[config.mk]
export PLATFORM = sky130hd
export DESIGN_NAME = ready_valid_fork_buffered
export DESIGN_NICKNAME = d
export VERILOG_FILES = /design/src/rtl/ready_valid_pkg.sv /design/src/rtl/rv_fork_fifo.sv /design/src/rtl/ready_valid_fork_buffered.sv
export SDC_FILE = /design/constraint.sdc
export NUM_CORES = 1
export LEC_CHECK = 0
export ABC_AREA = 1
export CAP_MARGIN = 40
export CORE_ASPECT_RATIO = 0.7
export CORE_MARGIN = 2
export CORE_UTILIZATION = 57
export CTS_CLUSTER_DIAMETER = 30
export DETAILED_ROUTE_END_ITERATION = 12
export DONT_BUFFER_PORTS = 1
export GPL_ROUTABILITY_DRIVEN = 0
export GPL_TIMING_DRIVEN = 0
export PLACE_DENSITY_LB_ADDON = 0.2
export SYNTH_ARGS = -nofsm -noshare
export SYNTH_HDL_FRONTEND = slang
export SYNTH_HIERARCHICAL = 1
export SYNTH_SLANG_ARGS = --single-unit
[constraint.sdc]
create_clock -name clk -period 6 [get_ports clk]
set_input_delay 1.2 -clock clk [delete_from_list [all_inputs] [get_ports clk]]
set_output_delay 1.2 -clock clk [all_outputs]
set_load 0.05 [all_outputs]
[src/rtl/ready_valid_pkg.sv]
// Shared helpers for the buffered ready/valid fork: power-of-two check,
// occupancy counter width and the statistics counter width.
package ready_valid_pkg;

  localparam int STAT_WIDTH = 32;

  function automatic bit is_pow2(input int value);
    return (value > 0) && ((value & (value - 1)) == 0);
  endfunction

  // Occupancy must represent 0..DEPTH inclusive.
  function automatic int count_width(input int depth);
    return $clog2(depth + 1);
  endfunction

endpackage

[src/rtl/rv_fork_fifo.sv]
// Single-channel synchronous FIFO for one fork output. Head entry is presented
// combinationally from the storage array; full/empty come from a registered count.
module rv_fork_fifo
  import ready_valid_pkg::*;
#(
  parameter int DATA_WIDTH = 32,
  parameter int DEPTH      = 4
) (
  input  logic                  clk,
  input  logic                  rst,
  input  logic                  push,
  input  logic [DATA_WIDTH-1:0] push_data,
  output logic                  full,
  input  logic                  pop,
  output logic [DATA_WIDTH-1:0] head_data,
  output logic                  empty
);

  localparam int PW = $clog2(DEPTH);
  localparam int CW = count_width(DEPTH);
  localparam logic [CW-1:0] DEPTH_C = CW'(DEPTH);

  if (DEPTH < 2 || !is_pow2(DEPTH)) begin : g_bad_depth
    $error("rv_fork_fifo: DEPTH must be a power of two and at least 2");
  end

  logic [DATA_WIDTH-1:0] r_mem [DEPTH];
  logic [PW-1:0]         r_wr_ptr;
  logic [PW-1:0]         r_rd_ptr;
  logic [CW-1:0]         r_count;
  logic                  w_do_push;
  logic                  w_do_pop;

  assign full      = (r_count == DEPTH_C);
  assign empty     = (r_count == '0);
  assign w_do_push = push && !full;
  assign w_do_pop  = pop && !empty;
  assign head_data = r_mem[r_rd_ptr];

  always_ff @(posedge clk) begin
    if (w_do_push) begin
      r_mem[r_wr_ptr] <= push_data;
    end
  end

  // Pointers wrap naturally because DEPTH is a power of two.
  always_ff @(posedge clk) begin
    if (rst) begin
      r_wr_ptr <= '0;
      r_rd_ptr <= '0;
      r_count  <= '0;
    end else begin
      if (w_do_push) r_wr_ptr <= r_wr_ptr + 1'b1;
      if (w_do_pop)  r_rd_ptr <= r_rd_ptr + 1'b1;
      case ({w_do_push, w_do_pop})
        2'b10:   r_count <= r_count + 1'b1;
        2'b01:   r_count <= r_count - 1'b1;
        default: r_count <= r_count;
      endcase
    end
  end

endmodule

[src/rtl/ready_valid_fork_buffered.sv]
// Ready/valid broadcast with per-beat destination mask and a FIFO per output.
// Optional statistics counters are enabled by defining READY_VALID_FORK_STATS_EN.
module ready_valid_fork_buffered
  import ready_valid_pkg::*;
#(
  parameter int NUM_OUTPUTS = 2,
  parameter int DATA_WIDTH  = 32,
  parameter int DEPTH       = 4
) (
  input  logic                              clk,
  input  logic                              rst,
  input  logic [DATA_WIDTH-1:0]             in_data,
  input  logic [NUM_OUTPUTS-1:0]            in_mask,
  input  logic                              in_valid,
  output logic                              in_ready,
  output logic [NUM_OUTPUTS*DATA_WIDTH-1:0] out_data,
  output logic [NUM_OUTPUTS-1:0]            out_valid,
  input  logic [NUM_OUTPUTS-1:0]            out_ready
`ifdef READY_VALID_FORK_STATS_EN
  ,
  output logic [STAT_WIDTH-1:0]             stat_accepted,
  output logic [STAT_WIDTH-1:0]             stat_dropped,
  output logic [NUM_OUTPUTS*STAT_WIDTH-1:0] stat_stall
`endif
);

  if (NUM_OUTPUTS < 1) begin : g_bad_outputs
    $error("ready_valid_fork_buffered: NUM_OUTPUTS must be at least 1");
  end

  logic [NUM_OUTPUTS-1:0] w_full;
  logic [NUM_OUTPUTS-1:0] w_empty;
  logic [NUM_OUTPUTS-1:0] w_push;
  logic [NUM_OUTPUTS-1:0] w_pop;
  logic                   w_accept;

  // Ready is forced high while in reset so it never reflects stale full flags.
  assign in_ready  = rst | (&(~in_mask | ~w_full));
  assign w_accept  = in_valid & in_ready & ~rst;
  assign w_push    = {NUM_OUTPUTS{w_accept}} & in_mask;
  assign out_valid = ~w_empty;
  assign w_pop     = out_valid & out_ready;

  genvar gi;
  for (gi = 0; gi < NUM_OUTPUTS; gi++) begin : g_ch
    rv_fork_fifo #(
      .DATA_WIDTH (DATA_WIDTH),
      .DEPTH      (DEPTH)
    ) u_fifo (
      .clk       (clk),
      .rst       (rst),
      .push      (w_push[gi]),
      .push_data (in_data),
      .full      (w_full[gi]),
      .pop       (w_pop[gi]),
      .head_data (out_data[gi*DATA_WIDTH +: DATA_WIDTH]),
      .empty     (w_empty[gi])
    );
  end

`ifdef READY_VALID_FORK_STATS_EN
  logic [STAT_WIDTH-1:0] r_stat_accepted;
  logic [STAT_WIDTH-1:0] r_stat_dropped;

  assign stat_accepted = r_stat_accepted;
  assign stat_dropped  = r_stat_dropped;

  // All counters stick at all-ones instead of wrapping.
  always_ff @(posedge clk) begin
    if (rst) begin
      r_stat_accepted <= '0;
      r_stat_dropped  <= '0;
    end else if (w_accept) begin
      if (r_stat_accepted != '1) r_stat_accepted <= r_stat_accepted + 1'b1;
      if (in_mask == '0 && r_stat_dropped != '1) r_stat_dropped <= r_stat_dropped + 1'b1;
    end
  end

  for (gi = 0; gi < NUM_OUTPUTS; gi++) begin : g_stall
    logic [STAT_WIDTH-1:0] r_stat_stall;

    assign stat_stall[gi*STAT_WIDTH +: STAT_WIDTH] = r_stat_stall;

    always_ff @(posedge clk) begin
      if (rst) begin
        r_stat_stall <= '0;
      end else if (in_valid && in_mask[gi] && w_full[gi] && r_stat_stall != '1) begin
        r_stat_stall <= r_stat_stall + 1'b1;
      end
    end
  end
`endif

endmodule

==> results.yml, run 1 <==
timing:
  slew_headroom_pct: 56.64
  finalSetupTns_ns: 0
  fin_worst_skew_ns: 0.01941
  period_minus_slack_ns: 3.328
  maxSlewViolCount: 0
  fmax_mhz: 300.5
  setup_viol: 0
  worstMarginPinSlew_ns: 0.6489
  setup_ws_ns: 2.672
  rsz0062_at_grt: "false"
  hold_viol_final: 0
  fin_crit_sh_pct: 55.46
floorplan:
  rows: 41
  start_util_pct: 58.63
  die_h_um: 118.2
  io_pins: 106
  die_width_um: 167.1
  coreArea_um2: 18110
  dieArea_um2: 19750
clocking:
  clock_tree.buffer_depth: 3
  cts_buffers: 40
  ctsResizeCount: 0
  cts_tree: "built"
  cts_max_level: 2
  path_clk_slew_ns: 0.05
  numClockSinks: 274
  cts_root_buffer: "clkbuf_16"
  worstSkewPairLatency_ns: 0.52
  cts_hold_buf: 0
  cts_setup_buffers: 0
critical_path:
  cp.required_ns: 4.80
  crit_family: "buffers and inverters"
  worstSetupPathType: "reg -> out"
  cp_slowest_cell: "clkbuf_1"
  endpoint_kind: "primary output"
  max_stage_delay_ns: 0.43
  crit_path_max_fanout: 10
  critPathLaunchType: "register"
  crit_chain: "clkbuf_1 > o21ai_0 > o22ai_1 > buf_4"
  crit_buf_inv: 2
  cp.arrival_ns: 2.13
synthesis:
  synth_xor_area_share_pct: 0
  synth-async-reset-ratio_pct: 0
  ys_types: 23
  seq_area_frac_synth_pct: 75.80
  ys_top_cells_by_count: "256 x edfxtp_1, 148 x nor2_1, 76 x o21ai_0"
  syn-num-nets: 825
  synth_top_area_share_pct: 72.40
  postSynthRegisterBits: 274
  yosys_warnings: 6
  yosysMostFrequentCell: "edfxtp_1"
  syn_area_um2: 10620
  yosys.area_share.simple_pct: 7.412
  synth_ff_type: "edfxtp_1"
  synth.area.mux_share_pct: 0
  synthAdderAreaFrac_pct: 1.556
  synth_cells: 774
  synth_compound_area_share_pct: 10.46
  synth_area_leaders: "edfxtp_1 72%, nor2_1 5.2%, o22ai_1 3.8%"
  synth_largest_area_cell: "edfxtp_1"
  avgSynthCellArea_um2: 13.72
  synth_top_family_by_area: "compound AO/OA/AOI/OAI gates"
  synth_edf_count: 256
power:
  power_density_nw_per_um2: 364.7
  power.leakage_nw: 4.653
  irDropWorstVdd_mv: 0.2782
global_routing:
  grt.overflow.total: 0
  grt_usage_pct: 25.11
  grt_max_degree: 26
  grt_antenna_before_repair: 0
  grt_pass1_wl_um: 37320
  grt_pass1_vias: 6864
cells_and_area:
  fin_nets: 939
  final_area_um2: 13010
  drive_gt1_share_pct: 21.35
  num-fill-cells: 1092
  antenna_cells: 0
  area_delta_synth_final_pct: 22.54
drt:
  num_vias: 6688
  drcViolationCount: 0
  routed_via_density: 5.795
  drtAntennaViolNets: 0
  drt_iter0_drc: 762
  drt_pass1_iterations: 6
  wl_per_cell_um: 21.12
  routed_wirelength_um: 24380
outcome:
  status: "complete, no violations"
place:
  dp_slack_ns: 2.932
  dpl.hpwl_um: 15270
  dpl_cell_area_um2: 11650
  port_buffers: 0
worst_hold_path:
  hold_path_class: "reg -> reg"
flow_run:
  maxCapViolCount: 0
[stage by stage]
| stage | hold WS (ns) | total power [mW] | utilization [%] | std cells |
|---|---|---|---|---|
| final | 0.4960 | 4.745 | 71.85 | 1154 |
| after global routing | 0.5164 | 4.885 | 71.85 | 1154 |
| after CTS | 0.4968 | 4.771 | 71.85 | 1154 |
| after detailed placement | 0.4939 | 2.448 | 64.32 | 1082 |
| after global placement | 0.4755 | 2.396 | 60.26 | 1010 |
| after floorplan | 0.4587 | 2.360 | - | 774 |
[worst min-delay path, delay by kind of cell (launching register included)]
family             cells  cell delay, ns
AOI/OAI and AO/OA      1            0.05
DFF                    1            0.33
and+or+nand+nor        1            0.07
[where the power goes]
part	leakage (nW)	internal [mW]	switching [mW]	total [mW]
combinational	1.53	0.0790	0.208	0.287
sequential	2.46	2.12	0.00881	2.12
clock	0.663	1.49	0.845	2.33
[logic make-up after synthesis]
family / Yosys count
fa+ha+maj: 12
flops: 274
buf+inv: 85
simple gates: 197
compound gates: 206
[layout make-up]
| class | count | area [µm²] | area share [%] |
|---|---|---|---|
| clock buffer | 45 | 1041 | 8.001 |
| clock inverter | 27 | 322.8 | 2.481 |
| multi-input combinational | 415 | 2123 | 16.32 |
| inverter | 47 | 191.4 | 1.471 |
| sequential | 274 | 8048 | 61.85 |
| buffer | 38 | 315.3 | 2.423 |
| tap | 236 | 295.3 | 2.269 |
| timing repair buffer | 72 | 674.4 | 5.183 |
[layout by cell type, fill, tap and decap left out]
cell type	n
inv_2	2
nand2_2	5
clkinv_1	2
buf_4	69
clkbuf_16	41
clkinv_4	6
o21ai_1	56
nor2_1	140
clkinvlp_4	3
bufinv_16	5
nand2_4	2
buf_6	19
buf_2	12
o21ai_0	76
inv_8	5
nor2_2	2
inv_1	42
clkbuf_1	6
nand3_1	10
edfxtp_1	256
ha_1	10
nor2_4	8
inv_6	4
fa_1	2
o22ai_1	64
nor3_1	2
nand2_1	28
buf_12	4
dfxtp_1	18
clkinv_2	5
buf_16	4
a21oi_1	10
[per-layer routing]
metal / up-vias / global-route usage, % / routed length, µm
li1: 3067 / - / -
met1: 3211 / 34.58 / 10040
met2: 358 / 39.12 / 11380
met3: 52 / 6.196 / 2376
met4: 0 / 9.752 / 587
met5: - / 0 / 0
[registers in the layout (all words and copies together), names as in the netlist, named ones only]
signal                count
g_ch.u_fifo/r_wr_ptr      4
g_ch.u_fifo/r_rd_ptr      4
g_ch.u_fifo/r_mem       256
g_ch.u_fifo/r_count       6
[path summary, 6_finish.rpt]
path / to / cells past startpoint / start / slack [ns]
max: out_data[30] / 4 / register / 2.67
min: g_ch[0].u_fifo/r_wr_ptr[1] / 2 / g_ch[0].u_fifo/r_wr_ptr[1] / 0.50
max reg2reg: g_ch[0].u_fifo/r_mem[2][31] / 9 / g_ch[0].u_fifo/r_count[1] / 3.54
min reg2reg: g_ch[0].u_fifo/r_wr_ptr[1] / 2 / g_ch[0].u_fifo/r_wr_ptr[1] / 0.50
Note: power is estimated with default switching activity, not from simulation.
==> inputs of run 2 (changes only) <==
==> constraint.sdc (replaced) <==
create_clock -name clk -period 2.9 [get_ports clk]
set_input_delay 0.58 -clock clk [delete_from_list [all_inputs] [get_ports clk]]
set_output_delay 0.58 -clock clk [all_outputs]
set_load 0.05 [all_outputs]
==> results.yml, run 2 (synthesized netlist as in run 1, its figures left out) <==
outcome:
  status: "complete, no violations"
clocking:
  worstSkewPairLatency_ns: 0.52
  cts_root_buffer: "clkbuf_16"
  cts_max_level: 2
  cts_buffers: 40
  cts_hold_buf: 0
  cts_tree: "built"
  cts_setup_buffers: 0
  ctsResizeCount: 0
  path_clk_slew_ns: 0.05
  numClockSinks: 274
  clock_tree.buffer_depth: 3
timing:
  holdWs_ns: 0.1418
  worstMarginPinSlew_ns: 0.6500
  slew_headroom_pct: 56.56
  period_minus_slack_ns: 2.695
  fmax_mhz: 371.1
  hold_viol_final: 0
  fin_crit_sh_pct: 92.93
  maxSlewViolCount: 0
  setup_viol: 0
  rsz0062_at_grt: "false"
  fin_worst_skew_ns: 0.02221
cells_and_area:
  antenna_cells: 0
  fin_nets: 939
  reg_top3: "g_ch.u_fifo/r_mem: 256 flops, g_ch.u_fifo/r_count: 6 flops"
  area_delta_synth_final_pct: 22.54
  layout_commonest_cell: "edfxtp_1"
  largest_register_ff_count: 256
  final_cell_mix: "256 x edfxtp_1, 140 x nor2_1, 76 x o21ai_0, 69 x buf_4, 64 x o22ai_1"
  final_area_um2: 13010
  drive_gt1_share_pct: 21.35
  fin_util_pct: 71.85
  top_register: "g_ch.u_fifo/r_mem"
critical_path:
  endpoint_kind: "primary output"
  cp.arrival_ns: 2.11
  worstSetupPathType: "reg -> out"
  cp.required_ns: 2.32
  crit_path_max_fanout: 10
  critPathLaunchType: "register"
place:
  port_buffers: 0
  dpl_cell_area_um2: 11650
  dpl.hpwl_um: 15270
power:
  irDropWorstVdd_mv: 0.5820
  power.leakage_nw: 4.653
  finalPower_mw: 9.820
  power_density_nw_per_um2: 754.7
global_routing:
  grt_usage_pct: 25.11
  grt_max_degree: 26
  grt.overflow.total: 0
  grt_antenna_before_repair: 0
  grt_pass1_wl_um: 37320
  grt_pass1_vias: 6864
drt:
  routed_via_density: 5.798
  wl_per_cell_um: 21.11
  routed_wirelength_um: 24360
  drtAntennaViolNets: 0
  drt_iter0_drc: 744
  drcViolationCount: 0
  drt_pass1_iterations: 5
  num_vias: 6691
floorplan:
  io_pins: 106
  start_util_pct: 58.63
  die_width_um: 167.1
  dieArea_um2: 19750
  coreArea_um2: 18110
  rows: 41
  die_h_um: 118.2
worst_hold_path:
  hold_path_class: "in -> reg"
flow_run:
  maxCapViolCount: 0
run 2: power by group:
part	internal [mW]	total, mW	switching, mW	leakage (nW)
Combinational	0.163	0.594	0.431	1.53
Sequential	4.38	4.40	0.0182	2.46
Clock	3.08	4.83	1.75	0.663
Total	7.62	9.82	2.20	4.65
run 2: per-stage QoR:
step,setup slack (ns),instances,setup TNS (ns)
after detailed placement,0.4517,1082,0
after floorplan,-0.07440,774,-19.05
final,0.2052,1154,0
after global routing,0.1297,1154,0
after CTS,0.2290,1154,0
after global placement,-1.323,1010,-319.15
run 2: area by class of cell:
type	instances	area (µm²)
buffer	38	315.3
clock buffer	45	1041
clock inverter	27	322.8
fill	1092	5097
inverter	47	191.4
multi-input combinational	415	2123
sequential	274	8048
tap	236	295.3
timing repair buffer	72	674.4
run 2: worst max-delay path, cell delays in order (launching register included):
cell	delay, ns
dfxtp_1	0.36
clkbuf_1	0.45
o21ai_0	0.21
o22ai_1	0.32
buf_4	0.26
run 2: path summary, 6_finish.rpt:
kind                                    from                          end  slack [ns]  cells past startpoint
setup / recovery                    register                 out_data[30]        0.21                      4
hold / removal                           rst   g_ch[0].u_fifo/r_wr_ptr[1]        0.14                      1
hold reg to reg   g_ch[0].u_fifo/r_wr_ptr[1]   g_ch[0].u_fifo/r_wr_ptr[1]        0.50                      2
setup reg to reg   g_ch[0].u_fifo/r_count[1]  g_ch[0].u_fifo/r_mem[2][31]        0.44                      9
run 2: metal layers:
layer | GRT usage (%) | wire (µm) | vias to the layer above
li1 | - | - | 3067
met1 | 34.58 | 10300 | 3235
met2 | 39.12 | 11250 | 329
met3 | 6.196 | 2175 | 60
met4 | 9.752 | 635 | 0
met5 | 0 | 0 | -
==> inputs of run 3 (changes only) <==
--- a/config.mk
+++ b/config.mk
@@ -9,7 +9,7 @@
 export CAP_MARGIN = 40
 export CORE_ASPECT_RATIO = 0.7
 export CORE_MARGIN = 2
-export CORE_UTILIZATION = 57
+export CORE_UTILIZATION = 45
 export CTS_CLUSTER_DIAMETER = 30
 export DETAILED_ROUTE_END_ITERATION = 12
 export DONT_BUFFER_PORTS = 1
==> results.yml, run 3 (synthesized netlist as in run 1, its figures left out) <==
drt:
  drcViolationCount: 0
  drt_iter0_drc: 545
  routed_wirelength_um: 24490
  drt_pass1_iterations: 5
  drtAntennaViolNets: 0
  num_vias: 6548
  routed_via_density: 5.311
  wl_per_cell_um: 19.86
critical_path:
  rr_endpoint: "g_ch[0].u_fifo/r_mem[1][10]"
  r2r_cells: 9
  cp_slowest_cell: "clkbuf_1"
  r2r_slack_ns: 0.33
  endpoint_kind: "primary output"
  crit_path_max_fanout: 10
  cp.arrival_ns: 2.05
  crit_chain: "clkbuf_1 > o21ai_0 > o22ai_1 > buf_4"
  r2r_start: "g_ch[0].u_fifo/r_count[1]"
  cp.required_ns: 2.32
  worstSetupPathType: "reg -> out"
  critPathLaunchType: "register"
  setup.worst_path.end: "out_data[56]"
  max_stage_delay_ns: 0.46
timing:
  worstMarginPinSlew_ns: 0.6498
  maxSlewViolCount: 0
  setup_viol: 0
  fin_worst_skew_ns: 0.01086
  slew_headroom_pct: 56.58
  rsz0062_at_grt: "false"
  hold_viol_final: 0
  finalSetupTns_ns: 0
  period_minus_slack_ns: 2.635
  fin_crit_sh_pct: 90.85
  fmax_mhz: 379.6
worst_hold_path:
  hold_path_class: "in -> reg"
  hold_start: "rst"
place:
  dpl.hpwl_um: 15960
  dpl_cell_area_um2: 11770
  port_buffers: 0
power:
  p_sw_share_pct: 21.75
  power.leakage_nw: 4.641
  power_density_nw_per_um2: 740.0
  power_frac_seq_pct: 45.4
  comb_power_share_pct: 6.2
  switching_power_mw: 2.109
  internal_power_mw: 7.587
  clkPwrFrac_pct: 48.5
  irDropWorstVdd_mv: 0.4876
floorplan:
  coreArea_um2: 22910
  die_h_um: 132.5
  rows: 46
  io_pins: 106
  die_width_um: 187.6
  dieArea_um2: 24860
  start_util_pct: 46.35
cells_and_area:
  final_area_um2: 13100
  layout_commonest_cell: "edfxtp_1"
  fin_util_pct: 57.20
  drive_gt1_share_pct: 20.74
  final_cell_mix: "256 x edfxtp_1, 140 x nor2_1, 76 x o21ai_0, 69 x buf_4, 64 x o22ai_1"
  largest_register_ff_count: 256
  fin_nets: 940
  antenna_cells: 0
  area_delta_synth_final_pct: 23.40
  top_register: "g_ch.u_fifo/r_mem"
  reg_top3: "g_ch.u_fifo/r_mem: 256 flops, g_ch.u_fifo/r_count: 6 flops"
clocking:
  cts_buffers: 40
  cts_setup_buffers: 0
  cts_max_level: 2
  cts_tree: "built"
  ctsResizeCount: 0
  worstSkewPairLatency_ns: 0.52
  clock_tree.buffer_depth: 3
  path_clk_slew_ns: 0.05
  cts_root_buffer: "clkbuf_16"
  cts_hold_buf: 0
  numClockSinks: 274
global_routing:
  grt_max_degree: 23
  grt_usage_pct: 19.61
  grt.overflow.total: 0
  grt_antenna_before_repair: 0
  grt_pass1_vias: 6557
  grt_pass1_wl_um: 36740
flow_run:
  maxCapViolCount: 0
outcome:
  status: "complete, no violations"
run 3: changes by cell type in the layout (fill, tap and decap cells not counted), sizes merged:
cell	before	now
buf	108	109
clkbuf	47	49
clkinv	13	16
clkinvlp	3	4
inv	53	49
run 3: per-stage QoR:
stage	power (mW)	cells	hold slack, ns	worst slack, ns
after CTS	9.794	1233	0.1118	0.2405
after global routing	10.01	1233	0.1122	0.1279
after floorplan	4.883	774	0.4587	-0.07440
after detailed placement	5.074	1159	0.4929	0.2982
after global placement	4.965	1086	0.4740	-1.367
final	9.696	1233	0.1341	0.2654
run 3: how the worst min path moves through the flow:
stage	end	slack (ns)	cells past startpoint
floorplan	register	0.46	2
global placement	g_ch[0].u_fifo/r_wr_ptr[1]	0.47	2
detailed placement	register	0.49	2
CTS	g_ch[0].u_fifo/r_wr_ptr[1]	0.11	1
global route	g_ch[1].u_fifo/r_wr_ptr[0]	0.11	1
finish	g_ch[1].u_fifo/r_wr_ptr[0]	0.13	1
run 3: routing by layer:
metal	track usage, %	up-vias	part of all wire [%]
met5	0	-	0
met1	25.94	3206	42
met3	4.218	35	8.1
met4	5.774	0	1.6
li1	-	3070	-
met2	32.86	237	48
run 3: worst max-delay path, delay by kind of cell, from the launching register on:
kind,cells,cell delay [ns]
buffers and inverters,2,0.72
AOI/OAI and AO/OA,2,0.47
DFF,1,0.35
run 3: power by group through the flow:
| stage | Combinational, mW | Clock (mW) | Sequential [mW] |
|---|---|---|---|
| floorplan | 0.411 | 0 | 4.47 |
| global placement | 0.489 | 0 | 4.48 |
| detailed placement | 0.598 | 0 | 4.48 |
| CTS | 0.600 | 4.80 | 4.40 |
| global route | 0.633 | 4.98 | 4.40 |
| finish | 0.598 | 4.70 | 4.40 |
run 3: layout make-up:
type / instances / area (µm²)
fillers: 1809 / 9804
flip-flops and latches: 274 / 8048
multi-input cells: 415 / 2123
clock buffers: 47 / 1049
repair buffers: 73 / 701.9
well taps: 312 / 390.4
plain buffers: 38 / 315.3
clock inverters: 27 / 284.0
inverters: 47 / 191.4
